`src/rtl/mips_pkg.sv`:
```
`default_nettype none
// +--------------------------------------------------------------------+
// | mips_pkg : shared decode constants and control bundle for ID/EX     |
// | Revision : 1.0                                                      |
// +--------------------------------------------------------------------+
package mips_pkg;

    localparam int DATA_W_DEF = 32;
    localparam int REG_AW_DEF = 5;

    localparam logic [2:0] ALU_ADD = 3'd0;
    localparam logic [2:0] ALU_SUB = 3'd1;
    localparam logic [2:0] ALU_AND = 3'd2;
    localparam logic [2:0] ALU_OR  = 3'd3;
    localparam logic [2:0] ALU_SLT = 3'd4;

    localparam logic [5:0] OP_RTYPE = 6'h00;
    localparam logic [5:0] OP_LW    = 6'h23;
    localparam logic [5:0] OP_SW    = 6'h2B;
    localparam logic [5:0] OP_ADDI  = 6'h08;
    localparam logic [5:0] OP_BEQ   = 6'h04;

    localparam logic [5:0] FUNCT_ADD = 6'h20;
    localparam logic [5:0] FUNCT_SUB = 6'h22;
    localparam logic [5:0] FUNCT_AND = 6'h24;
    localparam logic [5:0] FUNCT_OR  = 6'h25;
    localparam logic [5:0] FUNCT_SLT = 6'h2A;

    typedef struct packed {
        logic [2:0] alu_op;
        logic       alu_src;
        logic       reg_write;
        logic       mem_read;
        logic       mem_write;
        logic       mem_to_reg;
        logic       branch;
        logic       illegal;
    } ctrl_t;

    localparam ctrl_t CTRL_NONE = '0;

    // Opcodes whose rt field is a true source operand (not a destination).
    function automatic logic reads_rt(input logic [5:0] op);
        return (op == OP_RTYPE) || (op == OP_SW) || (op == OP_BEQ);
    endfunction

endpackage
`default_nettype wire

```
`src/rtl/id_ex_stage_if.sv`:
```
`default_nettype none
// +--------------------------------------------------------------------+
// | id_ex_stage_if : IF/ID, regfile, writeback and ID/EX signal bundle  |
// | Revision : 1.0                                                      |
// +--------------------------------------------------------------------+
interface id_ex_stage_if #(
    parameter int DATA_W = 32,
    parameter int REG_AW = 5
);
    logic              ifid_valid;
    logic [31:0]       ifid_instr;
    logic [31:0]       ifid_pc4;
    logic [REG_AW-1:0] REG_address1;
    logic [REG_AW-1:0] REG_address2;
    logic [DATA_W-1:0] REG_data_out1;
    logic [DATA_W-1:0] REG_data_out2;
    logic              wb_we;
    logic [REG_AW-1:0] wb_addr;
    logic [DATA_W-1:0] wb_data;
    logic              flush;
    logic              ex_stall;
    logic              if_hold;
    logic              hazard_stall;
    logic              idex_valid;
    logic [31:0]       idex_pc4;
    logic [DATA_W-1:0] idex_rs_data;
    logic [DATA_W-1:0] idex_rt_data;
    logic [DATA_W-1:0] idex_imm;
    logic [REG_AW-1:0] idex_rs;
    logic [REG_AW-1:0] idex_rt;
    logic [REG_AW-1:0] idex_dest;
    logic [2:0]        idex_alu_op;
    logic              idex_alu_src;
    logic              idex_reg_write;
    logic              idex_mem_read;
    logic              idex_mem_write;
    logic              idex_mem_to_reg;
    logic              idex_branch;
    logic              idex_illegal;

    modport slave (
        input  ifid_valid, ifid_instr, ifid_pc4, REG_data_out1, REG_data_out2,
               wb_we, wb_addr, wb_data, flush, ex_stall,
        output REG_address1, REG_address2, if_hold, hazard_stall,
               idex_valid, idex_pc4, idex_rs_data, idex_rt_data, idex_imm,
               idex_rs, idex_rt, idex_dest, idex_alu_op, idex_alu_src,
               idex_reg_write, idex_mem_read, idex_mem_write, idex_mem_to_reg,
               idex_branch, idex_illegal
    );

    modport master (
        output ifid_valid, ifid_instr, ifid_pc4, REG_data_out1, REG_data_out2,
               wb_we, wb_addr, wb_data, flush, ex_stall,
        input  REG_address1, REG_address2, if_hold, hazard_stall,
               idex_valid, idex_pc4, idex_rs_data, idex_rt_data, idex_imm,
               idex_rs, idex_rt, idex_dest, idex_alu_op, idex_alu_src,
               idex_reg_write, idex_mem_read, idex_mem_write, idex_mem_to_reg,
               idex_branch, idex_illegal
    );
endinterface
`default_nettype wire

```
`src/rtl/mips_decoder.sv`:
```
`default_nettype none
// +--------------------------------------------------------------------+
// | mips_decoder : combinational instruction -> control bundle + dest   |
// | Revision : 1.0                                                      |
// +--------------------------------------------------------------------+
module mips_decoder
    import mips_pkg::*;
(
    input  logic [31:0] i_instr,
    output ctrl_t       o_ctrl,
    output logic [4:0]  o_dest
);
    logic [5:0] w_op;
    logic [5:0] w_funct;
    logic [4:0] w_rt;
    logic [4:0] w_rd;

    assign w_op    = i_instr[31:26];
    assign w_funct = i_instr[5:0];
    assign w_rt    = i_instr[20:16];
    assign w_rd    = i_instr[15:11];

    always_comb begin
        o_ctrl = CTRL_NONE;
        o_dest = '0;
        case (w_op)
            OP_RTYPE: begin
                // The all-zero word is the canonical NOP: no controls, not illegal.
                if (i_instr != 32'd0) begin
                    o_ctrl.reg_write = 1'b1;
                    o_dest           = w_rd;
                    case (w_funct)
                        FUNCT_ADD: o_ctrl.alu_op = ALU_ADD;
                        FUNCT_SUB: o_ctrl.alu_op = ALU_SUB;
                        FUNCT_AND: o_ctrl.alu_op = ALU_AND;
                        FUNCT_OR:  o_ctrl.alu_op = ALU_OR;
                        FUNCT_SLT: o_ctrl.alu_op = ALU_SLT;
                        default: begin
                            o_ctrl         = CTRL_NONE;
                            o_ctrl.illegal = 1'b1;
                            o_dest         = '0;
                        end
                    endcase
                end
            end
            OP_LW: begin
                o_ctrl.alu_op     = ALU_ADD;
                o_ctrl.alu_src    = 1'b1;
                o_ctrl.mem_read   = 1'b1;
                o_ctrl.mem_to_reg = 1'b1;
                o_ctrl.reg_write  = 1'b1;
                o_dest            = w_rt;
            end
            OP_SW: begin
                o_ctrl.alu_op    = ALU_ADD;
                o_ctrl.alu_src   = 1'b1;
                o_ctrl.mem_write = 1'b1;
            end
            OP_ADDI: begin
                o_ctrl.alu_op    = ALU_ADD;
                o_ctrl.alu_src   = 1'b1;
                o_ctrl.reg_write = 1'b1;
                o_dest           = w_rt;
            end
            OP_BEQ: begin
                o_ctrl.alu_op = ALU_SUB;
                o_ctrl.branch = 1'b1;
            end
            default: o_ctrl.illegal = 1'b1;
        endcase
    end
endmodule
`default_nettype wire

```
`src/rtl/id_ex_stage.sv`:
```
`default_nettype none
// +--------------------------------------------------------------------+
// | id_ex_stage : decode, operand bypass, load-use hazard, ID/EX reg    |
// | Revision : 1.0                                                      |
// +--------------------------------------------------------------------+
module id_ex_stage
    import mips_pkg::*;
#(
    parameter int DATA_W = 32,
    parameter int REG_AW = 5
) (
    input  logic           clk,
    input  logic           rst,
    id_ex_stage_if.slave   bus
);
    logic [5:0]        w_op;
    logic [REG_AW-1:0] w_rs;
    logic [REG_AW-1:0] w_rt;
    logic [DATA_W-1:0] w_rs_data;
    logic [DATA_W-1:0] w_rt_data;
    logic [DATA_W-1:0] w_imm;
    ctrl_t             w_ctrl;
    logic [4:0]        w_dec_dest;
    logic              w_hazard;
    logic              w_bubble;

    logic              r_valid;
    logic [31:0]       r_pc4;
    logic [DATA_W-1:0] r_rs_data;
    logic [DATA_W-1:0] r_rt_data;
    logic [DATA_W-1:0] r_imm;
    logic [REG_AW-1:0] r_rs;
    logic [REG_AW-1:0] r_rt;
    logic [REG_AW-1:0] r_dest;
    ctrl_t             r_ctrl;

    assign w_op = bus.ifid_instr[31:26];
    assign w_rs = bus.ifid_instr[25:21];
    assign w_rt = bus.ifid_instr[20:16];
    assign w_imm = {{(DATA_W-16){bus.ifid_instr[15]}}, bus.ifid_instr[15:0]};

    assign bus.REG_address1 = w_rs;
    assign bus.REG_address2 = w_rt;

    // The regfile writes on the same edge we capture, so a matching WB write must be bypassed.
    function automatic logic [DATA_W-1:0] f_operand(
        input logic [REG_AW-1:0] idx,
        input logic [DATA_W-1:0] rf_data,
        input logic              we,
        input logic [REG_AW-1:0] waddr,
        input logic [DATA_W-1:0] wdata
    );
        if (idx == '0)
            return '0;
        else if (we && (waddr == idx))
            return wdata;
        else
            return rf_data;
    endfunction

    assign w_rs_data = f_operand(w_rs, bus.REG_data_out1, bus.wb_we, bus.wb_addr, bus.wb_data);
    assign w_rt_data = f_operand(w_rt, bus.REG_data_out2, bus.wb_we, bus.wb_addr, bus.wb_data);

    mips_decoder u_dec (
        .i_instr (bus.ifid_instr),
        .o_ctrl  (w_ctrl),
        .o_dest  (w_dec_dest)
    );

    assign w_hazard = bus.ifid_valid & r_valid & r_ctrl.mem_read & (r_dest != '0) &
                      ((r_dest == w_rs) | ((r_dest == w_rt) & reads_rt(w_op)));
    assign w_bubble = bus.flush | w_hazard | ~bus.ifid_valid;

    assign bus.hazard_stall = w_hazard;
    assign bus.if_hold      = w_hazard | bus.ex_stall;

    always_ff @(posedge clk) begin
        if (rst || (!bus.ex_stall && w_bubble)) begin
            r_valid   <= 1'b0;
            r_pc4     <= '0;
            r_rs_data <= '0;
            r_rt_data <= '0;
            r_imm     <= '0;
            r_rs      <= '0;
            r_rt      <= '0;
            r_dest    <= '0;
            r_ctrl    <= CTRL_NONE;
        end else if (!bus.ex_stall) begin
            r_valid   <= 1'b1;
            r_pc4     <= bus.ifid_pc4;
            r_rs_data <= w_rs_data;
            r_rt_data <= w_rt_data;
            r_imm     <= w_imm;
            r_rs      <= w_rs;
            r_rt      <= w_rt;
            r_dest    <= REG_AW'(w_dec_dest);
            r_ctrl    <= w_ctrl;
        end
    end

    assign bus.idex_valid      = r_valid;
    assign bus.idex_pc4        = r_pc4;
    assign bus.idex_rs_data    = r_rs_data;
    assign bus.idex_rt_data    = r_rt_data;
    assign bus.idex_imm        = r_imm;
    assign bus.idex_rs         = r_rs;
    assign bus.idex_rt         = r_rt;
    assign bus.idex_dest       = r_dest;
    assign bus.idex_alu_op     = r_ctrl.alu_op;
    assign bus.idex_alu_src    = r_ctrl.alu_src;
    assign bus.idex_reg_write  = r_ctrl.reg_write;
    assign bus.idex_mem_read   = r_ctrl.mem_read;
    assign bus.idex_mem_write  = r_ctrl.mem_write;
    assign bus.idex_mem_to_reg = r_ctrl.mem_to_reg;
    assign bus.idex_branch     = r_ctrl.branch;
    assign bus.idex_illegal    = r_ctrl.illegal;
endmodule
`default_nettype wire

```
`src/flat_wrapper.sv`:
```
// flat-port wrapper written by rule: the top's interface ports become plain ports
module id_ex_stage_flat import mips_pkg::*;
#(
    parameter int DATA_W = 32,
    parameter int REG_AW = 5
)
  (clk, rst, bus_ifid_valid, bus_ifid_instr, bus_ifid_pc4, bus_REG_data_out1, bus_REG_data_out2, bus_wb_we, bus_wb_addr, bus_wb_data, bus_flush, bus_ex_stall, bus_REG_address1, bus_REG_address2, bus_if_hold, bus_hazard_stall, bus_idex_valid, bus_idex_pc4, bus_idex_rs_data, bus_idex_rt_data, bus_idex_imm, bus_idex_rs, bus_idex_rt, bus_idex_dest, bus_idex_alu_op, bus_idex_alu_src, bus_idex_reg_write, bus_idex_mem_read, bus_idex_mem_write, bus_idex_mem_to_reg, bus_idex_branch, bus_idex_illegal);
  id_ex_stage_if #(.DATA_W(DATA_W), .REG_AW(REG_AW)) bus_i ();
  input  logic clk;
  input  logic rst;
  input wire logic [$bits(bus_i.ifid_valid)-1:0] bus_ifid_valid;
  input wire logic [$bits(bus_i.ifid_instr)-1:0] bus_ifid_instr;
  input wire logic [$bits(bus_i.ifid_pc4)-1:0] bus_ifid_pc4;
  input wire logic [$bits(bus_i.REG_data_out1)-1:0] bus_REG_data_out1;
  input wire logic [$bits(bus_i.REG_data_out2)-1:0] bus_REG_data_out2;
  input wire logic [$bits(bus_i.wb_we)-1:0] bus_wb_we;
  input wire logic [$bits(bus_i.wb_addr)-1:0] bus_wb_addr;
  input wire logic [$bits(bus_i.wb_data)-1:0] bus_wb_data;
  input wire logic [$bits(bus_i.flush)-1:0] bus_flush;
  input wire logic [$bits(bus_i.ex_stall)-1:0] bus_ex_stall;
  output wire logic [$bits(bus_i.REG_address1)-1:0] bus_REG_address1;
  output wire logic [$bits(bus_i.REG_address2)-1:0] bus_REG_address2;
  output wire logic [$bits(bus_i.if_hold)-1:0] bus_if_hold;
  output wire logic [$bits(bus_i.hazard_stall)-1:0] bus_hazard_stall;
  output wire logic [$bits(bus_i.idex_valid)-1:0] bus_idex_valid;
  output wire logic [$bits(bus_i.idex_pc4)-1:0] bus_idex_pc4;
  output wire logic [$bits(bus_i.idex_rs_data)-1:0] bus_idex_rs_data;
  output wire logic [$bits(bus_i.idex_rt_data)-1:0] bus_idex_rt_data;
  output wire logic [$bits(bus_i.idex_imm)-1:0] bus_idex_imm;
  output wire logic [$bits(bus_i.idex_rs)-1:0] bus_idex_rs;
  output wire logic [$bits(bus_i.idex_rt)-1:0] bus_idex_rt;
  output wire logic [$bits(bus_i.idex_dest)-1:0] bus_idex_dest;
  output wire logic [$bits(bus_i.idex_alu_op)-1:0] bus_idex_alu_op;
  output wire logic [$bits(bus_i.idex_alu_src)-1:0] bus_idex_alu_src;
  output wire logic [$bits(bus_i.idex_reg_write)-1:0] bus_idex_reg_write;
  output wire logic [$bits(bus_i.idex_mem_read)-1:0] bus_idex_mem_read;
  output wire logic [$bits(bus_i.idex_mem_write)-1:0] bus_idex_mem_write;
  output wire logic [$bits(bus_i.idex_mem_to_reg)-1:0] bus_idex_mem_to_reg;
  output wire logic [$bits(bus_i.idex_branch)-1:0] bus_idex_branch;
  output wire logic [$bits(bus_i.idex_illegal)-1:0] bus_idex_illegal;
  assign bus_i.ifid_valid = bus_ifid_valid;
  assign bus_i.ifid_instr = bus_ifid_instr;
  assign bus_i.ifid_pc4 = bus_ifid_pc4;
  assign bus_i.REG_data_out1 = bus_REG_data_out1;
  assign bus_i.REG_data_out2 = bus_REG_data_out2;
  assign bus_i.wb_we = bus_wb_we;
  assign bus_i.wb_addr = bus_wb_addr;
  assign bus_i.wb_data = bus_wb_data;
  assign bus_i.flush = bus_flush;
  assign bus_i.ex_stall = bus_ex_stall;
  assign bus_REG_address1 = bus_i.REG_address1;
  assign bus_REG_address2 = bus_i.REG_address2;
  assign bus_if_hold = bus_i.if_hold;
  assign bus_hazard_stall = bus_i.hazard_stall;
  assign bus_idex_valid = bus_i.idex_valid;
  assign bus_idex_pc4 = bus_i.idex_pc4;
  assign bus_idex_rs_data = bus_i.idex_rs_data;
  assign bus_idex_rt_data = bus_i.idex_rt_data;
  assign bus_idex_imm = bus_i.idex_imm;
  assign bus_idex_rs = bus_i.idex_rs;
  assign bus_idex_rt = bus_i.idex_rt;
  assign bus_idex_dest = bus_i.idex_dest;
  assign bus_idex_alu_op = bus_i.idex_alu_op;
  assign bus_idex_alu_src = bus_i.idex_alu_src;
  assign bus_idex_reg_write = bus_i.idex_reg_write;
  assign bus_idex_mem_read = bus_i.idex_mem_read;
  assign bus_idex_mem_write = bus_i.idex_mem_write;
  assign bus_idex_mem_to_reg = bus_i.idex_mem_to_reg;
  assign bus_idex_branch = bus_i.idex_branch;
  assign bus_idex_illegal = bus_i.idex_illegal;
  id_ex_stage #(.DATA_W(DATA_W), .REG_AW(REG_AW)) u_core (.clk(clk), .rst(rst), .bus(bus_i));
endmodule
```
`config.mk`:
```
export PLATFORM = sky130hd
export DESIGN_NAME = id_ex_stage_flat
export DESIGN_NICKNAME = d
export VERILOG_FILES = /design/src/rtl/mips_pkg.sv /design/src/rtl/id_ex_stage_if.sv /design/src/rtl/mips_decoder.sv /design/src/rtl/id_ex_stage.sv /design/src/flat_wrapper.sv
export SDC_FILE = /design/constraint.sdc
export NUM_CORES = 1
export LEC_CHECK = 0
export BUFFER_PORTS_ARGS = -buffer_cell sky130_fd_sc_hd__buf_2
export CAP_MARGIN = 30
export CORE_MARGIN = 4
export CORE_UTILIZATION = 38
export CTS_BUF_LIST = sky130_fd_sc_hd__clkbuf_2
export DETAILED_ROUTE_END_ITERATION = 10
export MAX_ROUTING_LAYER = met4
export PLACE_DENSITY = 0.66
export SLEW_MARGIN = 25
export SYNTH_ARGS = -nofsm -noshare
export SYNTH_HDL_FRONTEND = slang
export SYNTH_HIERARCHICAL = 1
export SYNTH_SLANG_ARGS = --single-unit
```
`constraint.sdc`:
```
create_clock -name clk -period 2.2 [get_ports clk]
set_clock_uncertainty 0.05 [all_clocks]
set_input_delay 0 -clock clk [delete_from_list [all_inputs] [get_ports clk]]
set_output_delay 0 -clock clk [all_outputs]
set_load 0.02 [all_outputs]
```
==> qor.yml, run 1 <==
clock_sinks: 138
start_util: 0.3894
synth-adder-area-share: 0
cts_resized: 9
routabilityCongestion: 0.8499
async_flop_share: 0
portBuffers: 336
cts_hold_buf: 251
yosysWarnings: 6
ys_seq_area_frac: 0.4263
io-pin-count: 337
num_rows: 47
synth_nets: 894
dp_hpwl_um: 15970
fp.dieW_um: 138.6
netlist_area_sq_mm: 0.006481
stop_error: "[ERROR RSZ-0060] Max buffer count reached."
cts_buffers: 17
clock_path_buffers: 2
h-tree-depth: 4
synth_ff_type: "dfxtp_1"
die_h_um: 138.6
stop_stage: "clock tree synthesis (4_1_cts)"
synth-compound-area-share: 0.1340
ys_ff_latch: 138
synth-xor-area-share: 0.02703
avgSynthCellArea_sq_um: 8.964
cts_root_buf: "clkbuf_2"
post_cts_buffers: 3
status: "did not finish"
synth_edf_count: 0
yosys.area_share.simple: 0.2168
synth_cell_type_count: 40
synth_top_family_by_area: "simple AND/OR/NAND/NOR gates"
synthMuxAreaShare: 0.1127
syn-instance-count: 723
-- stage by stage --
stage	util	cell area (sq um)	hold slack, ns	worst slack (ns)	std cells
floorplan	-	6481	0.06259	0.4108	723
global placement	0.4916	8182	0.1759	0.2779	1210
detailed placement	0.4916	8182	0.1875	0.1876	1210
-- synth_stat cells, types with 4 or more instances --
master | n | area share
xor2_1 | 16 | 0.022
a21oi_1 | 68 | 0.053
nor4_1 | 8 | 0.0077
nand2_1 | 69 | 0.040
nor3_1 | 5 | 0.0039
clkbuf_1 | 35 | 0.020
and4_1 | 65 | 0.088
a31oi_1 | 64 | 0.062
xnor2_1 | 4 | 0.0054
a22o_1 | 5 | 0.0068
nand4_1 | 4 | 0.0039
nor2_1 | 84 | 0.049
buf_4 | 31 | 0.036
buf_2 | 8 | 0.0062
mux2i_1 | 73 | 0.11
buf_1 | 4 | 0.0023
dfxtp_1 | 138 | 0.43
buf_6 | 10 | 0.017
-- cells by family after synthesis --
group,count (synthesis)
mux,73
compound gates,145
buf+inv,90
xor+xnor,20
simple gates,257
flops,138
==> run 2, diff against run 1 <==
Settings changed: CORE_UTILIZATION 38 to 23, CTS_BUF_LIST sky130_fd_sc_hd__clkbuf_2 to not set, MAX_ROUTING_LAYER met4 to not set, PLACE_DENSITY 0.66 to not set, PLACE_DENSITY_LB_ADDON set to 0.15.
==> qor.yml, run 2 <==
cp.required_ns: 2.44
yosysWarnings: 6
leakage_nw: 4.909
worstPathCellList: "dlygate4sd3_1 -> buf_2 -> or4_1 -> o21ai_0 -> nand4_1 -> a41oi_4 -> buf_12 -> nor2_1"
rsz0062_at_grt: "false"
setup-violations-final: 0
die_h_um: 175.9
ys_seq_area_frac: 0.4263
grt_use_met3: 0.04003
layout-drive-gt1-share: 0.3295
drv_slew: 0
synth_area_leader_cell: "dfxtp_1"
period_share: 0.9432
antenna_found_initial: 2
timing.fmax_ghz: 0.4819
hold_violations: 0
final_common_cell: "buf_2"
synth_top_area_share: 0.4263
use_met1: 0.2089
cts.clk_slew.worst_paths_ns: 0.06
fin_tns_setup_ns: 0
grt-ovfl-total: 0
critical_path.max_fanout: 64
worstPathArrival_ns: 2.31
path_class: "primary input to flip-flop"
yosysMostFrequentCell: "dfxtp_1"
grtUsageMet2: 0.2774
r2r_slack_ns: 0.21
core-area_sq_mm: 0.02778
routabilityCongestion: 0.7503
cp-start-kind: "primary input"
drc: 0
synth.top_cells.by_count: "dfxtp_1, nor2_1, mux2i_1, nand2_1, a21oi_1"
ant_nets: 0
syn-instance-count: 723
synth_edf_count: 0
ys_ff_latch: 138
period_needed_ns: 2.075
slowest_stage: "dlygate4sd3_1"
synth_cell_type_count: 40
netlist_area_sq_mm: 0.006481
place_inst: 1363
stdcell_count: 1582
tritoncts: "built"
num_vias: 7141
area_growth_pct: 65.97
peakVddDrop_mv: 0.4111
num_rows: 61
slowest_delay_ns: 0.53
power.density_mw_per_mm2: 642.9
wire_per_inst_um: 16.68
grt_max_degree: 77
cts_buffers: 17
synth_area_leaders: "dfxtp_1, mux2i_1, and4_1"
dieArea_sq_mm: 0.03093
status: "finished, final reports clean"
drt_iter0_drc: 379
synth_nets: 894
gr-max-usage-layer: "met2"
via_per_inst: 4.514
start_util: 0.2333
r2r_start: "u_core/bus.idex_dest[2]"
worst_pin_slew_ns: 0.7609
synth_ff_type: "dfxtp_1"
post_cts_buffers: 0
cts_root_buf: "clkbuf_16"
final_cell_mix: "buf_2, dlygate4sd3_1, dfxtp_1"
wl_um: 26390
grt_util_all_layers: 0.1640
layout.nets: 1360
max_slew_margin: 0.4927
rr_worst_depth: 6
fp.dieW_um: 175.9
io-pin-count: 337
avgSynthCellArea_sq_um: 8.964
dp_hpwl_um: 17530
rr_endpoint: "u_core/bus.idex_pc4[20]"
end_kind: "flip-flop"
portBuffers: 336
h-tree-depth: 4
grt_pass1_wl_um: 40740
insertion_delay_ns: 0.41
grt_pass1_vias: 7203
cap_violations: 0
hold_path.class: "primary input to flip-flop"
clock_path_buffers: 2
cp-endpoint: "u_core/bus.idex_pc4[20]"
clock_sinks: 138
firstDrtPassIters: 5
async_flop_share: 0
startpoint: "bus_ifid_instr[29]"
[run 2: cell counts after synthesis]
No cell type changed its count.
[run 2: layout make-up]
type	instances	area, sq um
fill	2901	17030
timing repair buffer	535	3690
clock inverter	14	148.9
sequential	138	2763
tap	378	473.0
inverter	2	7.507
multi-input combinational	495	3231
clock buffer	18	439.2
antenna	2	5.005
[run 2: through the flow]
step / setup WS [ns] / instance area (sq um) / hold slack [ns] / power, W / utilization
final: 0.1250 / 10760 / 0.01161 / 0.006915 / 0.3872
after global routing: 0.03895 / 10760 / 0.05047 / 0.007231 / 0.3872
after CTS: 0.05457 / 10740 / 0.003226 / 0.007031 / 0.3867
after detailed placement: 0.2410 / 8304 / 0.1877 / 0.003791 / 0.2989
after global placement: 0.2521 / 8304 / 0.1789 / 0.003792 / 0.2989
after floorplan: 0.4108 / 6481 / 0.06259 / 0.003345 / -
[run 2: cells by family after synthesis]
logic type      share of synthesized area
mux                                0.1127
xor+xnor                          0.02703
compound gates                     0.1340
buf+inv                           0.08321
flops                              0.4263
simple gates                       0.2168
[run 2: worst max-delay path: cells and delay by family]
kind	cells	cell delay (ns)
compound gates	2	0.46
buf+inv	3	0.99
simple gates	3	0.79
[run 2: worst min-delay path by stage]
stage                        from                          end  slack [ns]  depth (start not counted)
2_1_floorplan  bus_ifid_instr[21]          bus_REG_address1[0]        0.06                          1
3_3_place_gp     bus_ifid_pc4[24]      u_core/bus.idex_pc4[24]        0.18                          3
3_5_place_dp     bus_ifid_pc4[22]      u_core/bus.idex_pc4[22]        0.19                          3
4_1_cts           bus_wb_data[30]  u_core/bus.idex_rs_data[30]       0.003                          4
5_1_grt            bus_wb_data[0]   u_core/bus.idex_rs_data[0]        0.05                          4
6_report           bus_wb_data[0]   u_core/bus.idex_rs_data[0]        0.01                          4
[run 2: metal layers]
metal	part of all wire	vias up
li1	-	3531
met1	0.43	3365
met2	0.49	223
met3	0.059	22
met4	0.017	0
met5	0	-
[run 2: where the power goes]
group          internal [W]  switching [W]
Combinational      0.000610       0.000718
Clock               0.00164        0.00128
Sequential          0.00261      0.0000570
Total               0.00486        0.00205
[run 2: timing repair]
action	in CTS	in global routing
endpoints found under the setup margin	0	25
gates resized for setup	0	2
endpoints found under the hold margin	135	0
hold buffers	185	0
Power figures use the tool's default switching activity.
==> run 3, diff against run 2 <==
Settings changed: ABC_AREA set to 1, TNS_END_PERCENT set to 50.
==> qor.yml, run 3 <==
status: "finished, final reports clean"
yosysWarnings: 6
synth_top_area_share: 0.3633
cp-start-kind: "primary input"
cts.clk_slew.worst_paths_ns: 0.06
ys_seq_area_frac: 0.3633
layout.nets: 1780
netlist_area_sq_mm: 0.007604
syn-instance-count: 1157
wl_um: 31430
power.density_mw_per_mm2: 604.7
synth_nets: 1328
portBuffers: 336
start_util: 0.2337
grt-ovfl-total: 0
period_share: 0.9486
synth_edf_count: 0
die_h_um: 189.8
num_rows: 66
clock_sinks: 138
hold_violations: 0
drc: 0
dp_hpwl_um: 21610
worstPathArrival_ns: 2.42
via_per_inst: 4.185
drt_iter0_drc: 397
ys_ff_latch: 138
h-tree-depth: 4
final_common_cell: "buf_2"
power_w: 0.007198
firstDrtPassIters: 5
rsz0062_at_grt: "true"
setup-violations-final: 0
wire_per_inst_um: 15.22
min_from: "bus_wb_data[18]"
hold_path.class: "primary input to flip-flop"
grt_max_degree: 133
tritoncts: "built"
leakage_nw: 6.544
cts_root_buf: "clkbuf_16"
post-route-util: 0.3659
path_class: "primary input to flip-flop"
area_growth_pct: 56.56
critical_path.max_fanout: 16
max_slew_margin: 0.3545
preCtsSetupSlack_ns: 0.3205
period_needed_ns: 2.087
routabilityCongestion: 0.7921
synth_cell_type_count: 30
grt_util_all_layers: 0.1670
r2r_start: "u_core/bus.idex_dest[2]"
antenna_found_initial: 3
synth_area_leaders: "dfxtp_1, nand2_1, inv_1"
ant_nets: 0
clock_path_buffers: 2
peakVddDrop_mv: 0.5424
drv_slew: 0
setup_slack_ns: 0.1132
worst_pin_slew_ns: 0.9683
synth_area_leader_cell: "dfxtp_1"
yosysMostFrequentCell: "nand2_1"
timing.fmax_ghz: 0.4792
grt_pass1_vias: 8494
fin_area_sq_mm: 0.01190
grt_pass1_wl_um: 47230
stdcell_count: 2065
insertion_delay_ns: 0.44
postPlaceCellArea_sq_mm: 0.009554
avgSynthCellArea_sq_um: 6.572
synth_ff_type: "dfxtp_1"
synth.top_cells.by_count: "nand2_1, inv_1, nor2_1, dfxtp_1, nand3_1"
dieArea_sq_mm: 0.03603
startpoint: "bus_ifid_instr[17]"
place_inst: 1866
final_cell_mix: "buf_2, nand2_1, inv_1"
cp.required_ns: 2.53
fp.dieW_um: 189.8
end_kind: "flip-flop"
cap_violations: 0
io-pin-count: 337
cts_buffers: 17
layout-drive-gt1-share: 0.2682
num_vias: 8642
core-area_sq_mm: 0.03254
async_flop_share: 0
[run 3: area by class of cell]
type,count,area [sq um]
sequential,138,2763
clock buffer,18,439.2
multi-input combinational,707,3518
antenna,1,2.502
clock inverter,14,162.7
timing repair buffer,522,3628
tap,442,553.0
fill,3643,20630
inverter,223,837.1
[run 3: timing repair]
item / in CTS / in global routing
hold buffers: 160 / 0
buffers inserted: 0 / 5
setup endpoints to repair: 0 / 39
endpoints found under the hold margin: 129 / 0
resized for setup: 0 / 20
[run 3: critical path: stages]
cell           delay [ns]
dlygate4sd3_1        0.55
buf_6                0.14
inv_2                0.12
nor2_1               0.08
nor3_4               0.24
nand3_4              0.17
clkbuf_16            0.22
nand2_1              0.07
nand3_1              0.06
dlygate4sd3_1        0.57
nand2_1              0.06
inv_1                0.04
nor2_1               0.08
[run 3: power breakdown]
| group | internal [W] | total (W) | switching (W) | leakage [nW] |
|---|---|---|---|---|
| Combinational | 0.000659 | 0.00153 | 0.000875 | 5.13 |
| Sequential | 0.00260 | 0.00266 | 0.0000588 | 1.13 |
| Clock | 0.00173 | 0.00300 | 0.00127 | 0.282 |
| Total | 0.00499 | 0.00720 | 0.00221 | 6.54 |
[run 3: layer usage]
| metal | global-route usage | wire [um] |
|---|---|---|
| met1 | 0.2034 | 13350 |
| met2 | 0.2791 | 14750 |
| met3 | 0.05835 | 2645 |
| met4 | 0.04897 | 650 |
| met5 | 0 | 34 |
[run 3: cells by family after synthesis]
family,share of synthesized area
compound gates,0.02518
xor+xnor,0.004608
buf+inv,0.1817
flops,0.3633
mux,0.07635
simple gates,0.3489
[run 3: metrics by stage]
stage	hold WS (ns)	TNS (ns)
2_1_floorplan	0.06259	0
3_3_place_gp	0.1934	0
3_5_place_dp	0.2023	0
4_1_cts	0.0003628	0
5_1_grt	0.04042	-0.2544
6_report	0.002986	0
[run 3: worst paths after layout]
| path | to | slack, ns | cells after the start |
|---|---|---|---|
| worst max-delay path | u_core/bus.idex_rt_data[15] | 0.11 | 13 |
| worst max register to register | u_core/bus.idex_rs[0] | 0.19 | 12 |
| worst min-delay path | u_core/bus.idex_rt_data[18] | 0.003 | 7 |
| worst min register to register | u_core/bus.idex_imm[1] | 0.46 | 2 |
==> run 4, diff against run 3 <==
Settings changed: GPL_TIMING_DRIVEN set to 0.
==> qor.yml, run 4 (synthesis results as in run 3) <==
routabilityCongestion: 0.8504
grtUsageMet2: 0.2972
drc: 0
grt_use_met3: 0.05174
final_common_cell: "buf_2"
worst_pin_slew_ns: 0.7072
post_cts_buffers: 0
dp_hpwl_um: 23620
period_needed_ns: 1.947
grt-ovfl-total: 0
fp.dieW_um: 189.8
rr_worst_depth: 13
cap_violations: 0
end_kind: "flip-flop"
grt_max_degree: 19
cts.clk_slew.worst_paths_ns: 0.06
hold_violations: 0
firstDrtPassIters: 5
fillers: 3604
layout-drive-gt1-share: 0.2772
grt_pass1_vias: 8774
dieArea_sq_mm: 0.03603
use_met1: 0.2052
wl_um: 31420
antenna_found_initial: 0
drv_slew: 0
cts_root_buf: "clkbuf_16"
ant_nets: 0
timing.fmax_ghz: 0.5135
h-tree-depth: 4
holdWs_ns: 0.02671
peakVddDrop_mv: 0.4972
period_share: 0.8852
worstPathArrival_ns: 2.21
max_slew_margin: 0.5264
area_growth_pct: 56.62
die_h_um: 189.8
setup-violations-final: 0
io-pin-count: 337
tritoncts: "built"
final_cell_mix: "buf_2, nand2_1, inv_1"
gr-max-usage-layer: "met2"
register_area_sq_mm: 0.002763
core-area_sq_mm: 0.03254
layout.nets: 1828
via_per_inst: 4.094
num_vias: 8646
multi_input_area_sq_mm: 0.003481
rr_endpoint: "u_core/bus.idex_rt_data[1]"
cp.required_ns: 2.46
cp-start-kind: "flip-flop"
rsz0062_at_grt: "false"
leakage_nw: 6.632
cp-endpoint: "u_core/bus.idex_rt_data[1]"
antenna_cells: 0
power.density_mw_per_mm2: 599.4
drt_iter0_drc: 330
preCtsSetupSlack_ns: -0.07448
clock_path_buffers: 2
start_util: 0.2337
num_rows: 66
startpoint: "u_core/bus.idex_dest[1]"
critical_path.max_fanout: 10
wire_per_inst_um: 14.88
path_class: "flip-flop to flip-flop"
hold_path.class: "primary input to flip-flop"
grt_util_all_layers: 0.1705
hold_depth: 7
status: "finished, final reports clean"
portBuffers: 335
clock_sinks: 138
setup_slack_ns: 0.2526
grt_pass1_wl_um: 48510
r2r_start: "u_core/bus.idex_dest[1]"
insertion_delay_ns: 0.42
cts_buffers: 17
fin_tns_setup_ns: 0
r2r_slack_ns: 0.25
## run 4: worst max-delay path, cell delays in order, from the launching register on
cell,delay (ns)
dfxtp_1,0.44
inv_2,0.06
nand2_1,0.06
nand2_1,0.04
nor2_1,0.12
nand2_1,0.07
o21ai_1,0.16
nand2_1,0.12
nand2_1,0.07
nand2_1,0.05
nand2_1,0.11
buf_6,0.18
buf_4,0.21
nor2_1,0.05
## run 4: cell type report
class / count / area share
inverters: 223 / 0.07029
clock inverters: 12 / 0.01166
multi-input cells: 707 / 0.2923
plain buffers: 89 / 0.04570
clock buffers: 20 / 0.03835
well taps: 442 / 0.04644
flip-flops and latches: 138 / 0.2320
repair buffers: 481 / 0.2633
## run 4: worst min path at each step
stage	end	startpoint	slack [ns]
finish	u_core/bus.idex_rs_data[19]	bus_wb_data[19]	0.03
global route	u_core/bus.idex_rt[1]	bus_ifid_instr[17]	0.06
CTS	u_core/bus.idex_rs_data[1]	bus_wb_data[1]	0.002
detailed placement	u_core/bus.idex_pc4[23]	bus_ifid_pc4[23]	0.20
global placement	u_core/bus.idex_pc4[4]	bus_ifid_pc4[4]	0.19
floorplan	bus_REG_address1[0]	bus_ifid_instr[21]	0.06
## run 4: report_power, final
| part | leakage, nW | total [W] | switching (W) | internal [W] |
|---|---|---|---|---|
| Sequential | 1.13 | 0.00267 | 0.0000605 | 0.00260 |
| Clock | 0.280 | 0.00297 | 0.00123 | 0.00174 |
| Combinational | 5.23 | 0.00150 | 0.000860 | 0.000642 |
## run 4: timing repair
action,4_1_cts,5_1_grt
resized for setup,0,4
endpoints found under the setup margin,0,10
hold buffers,145,0
hold endpoints to repair,122,0
## run 4: metal layers
layer | up-vias | share of wire | routed length (um)
met1 | 3848 | 0.43 | 13600
met2 | 257 | 0.48 | 15040
met4 | 0 | 0.016 | 506
li1 | 4514 | - | -
met5 | - | 0 | 0
met3 | 27 | 0.072 | 2273
## run 4: per-stage QoR
step,instance area [sq um],cells,power (W),utilization
detailed placement,9833,1934,0.004021,0.3022
global route,11910,2112,0.007525,0.3660
finish,11910,2112,0.007138,0.3660
CTS,11880,2111,0.007258,0.3651
global placement,9833,1934,0.004015,0.3022
floorplan,7604,1157,0.003489,-
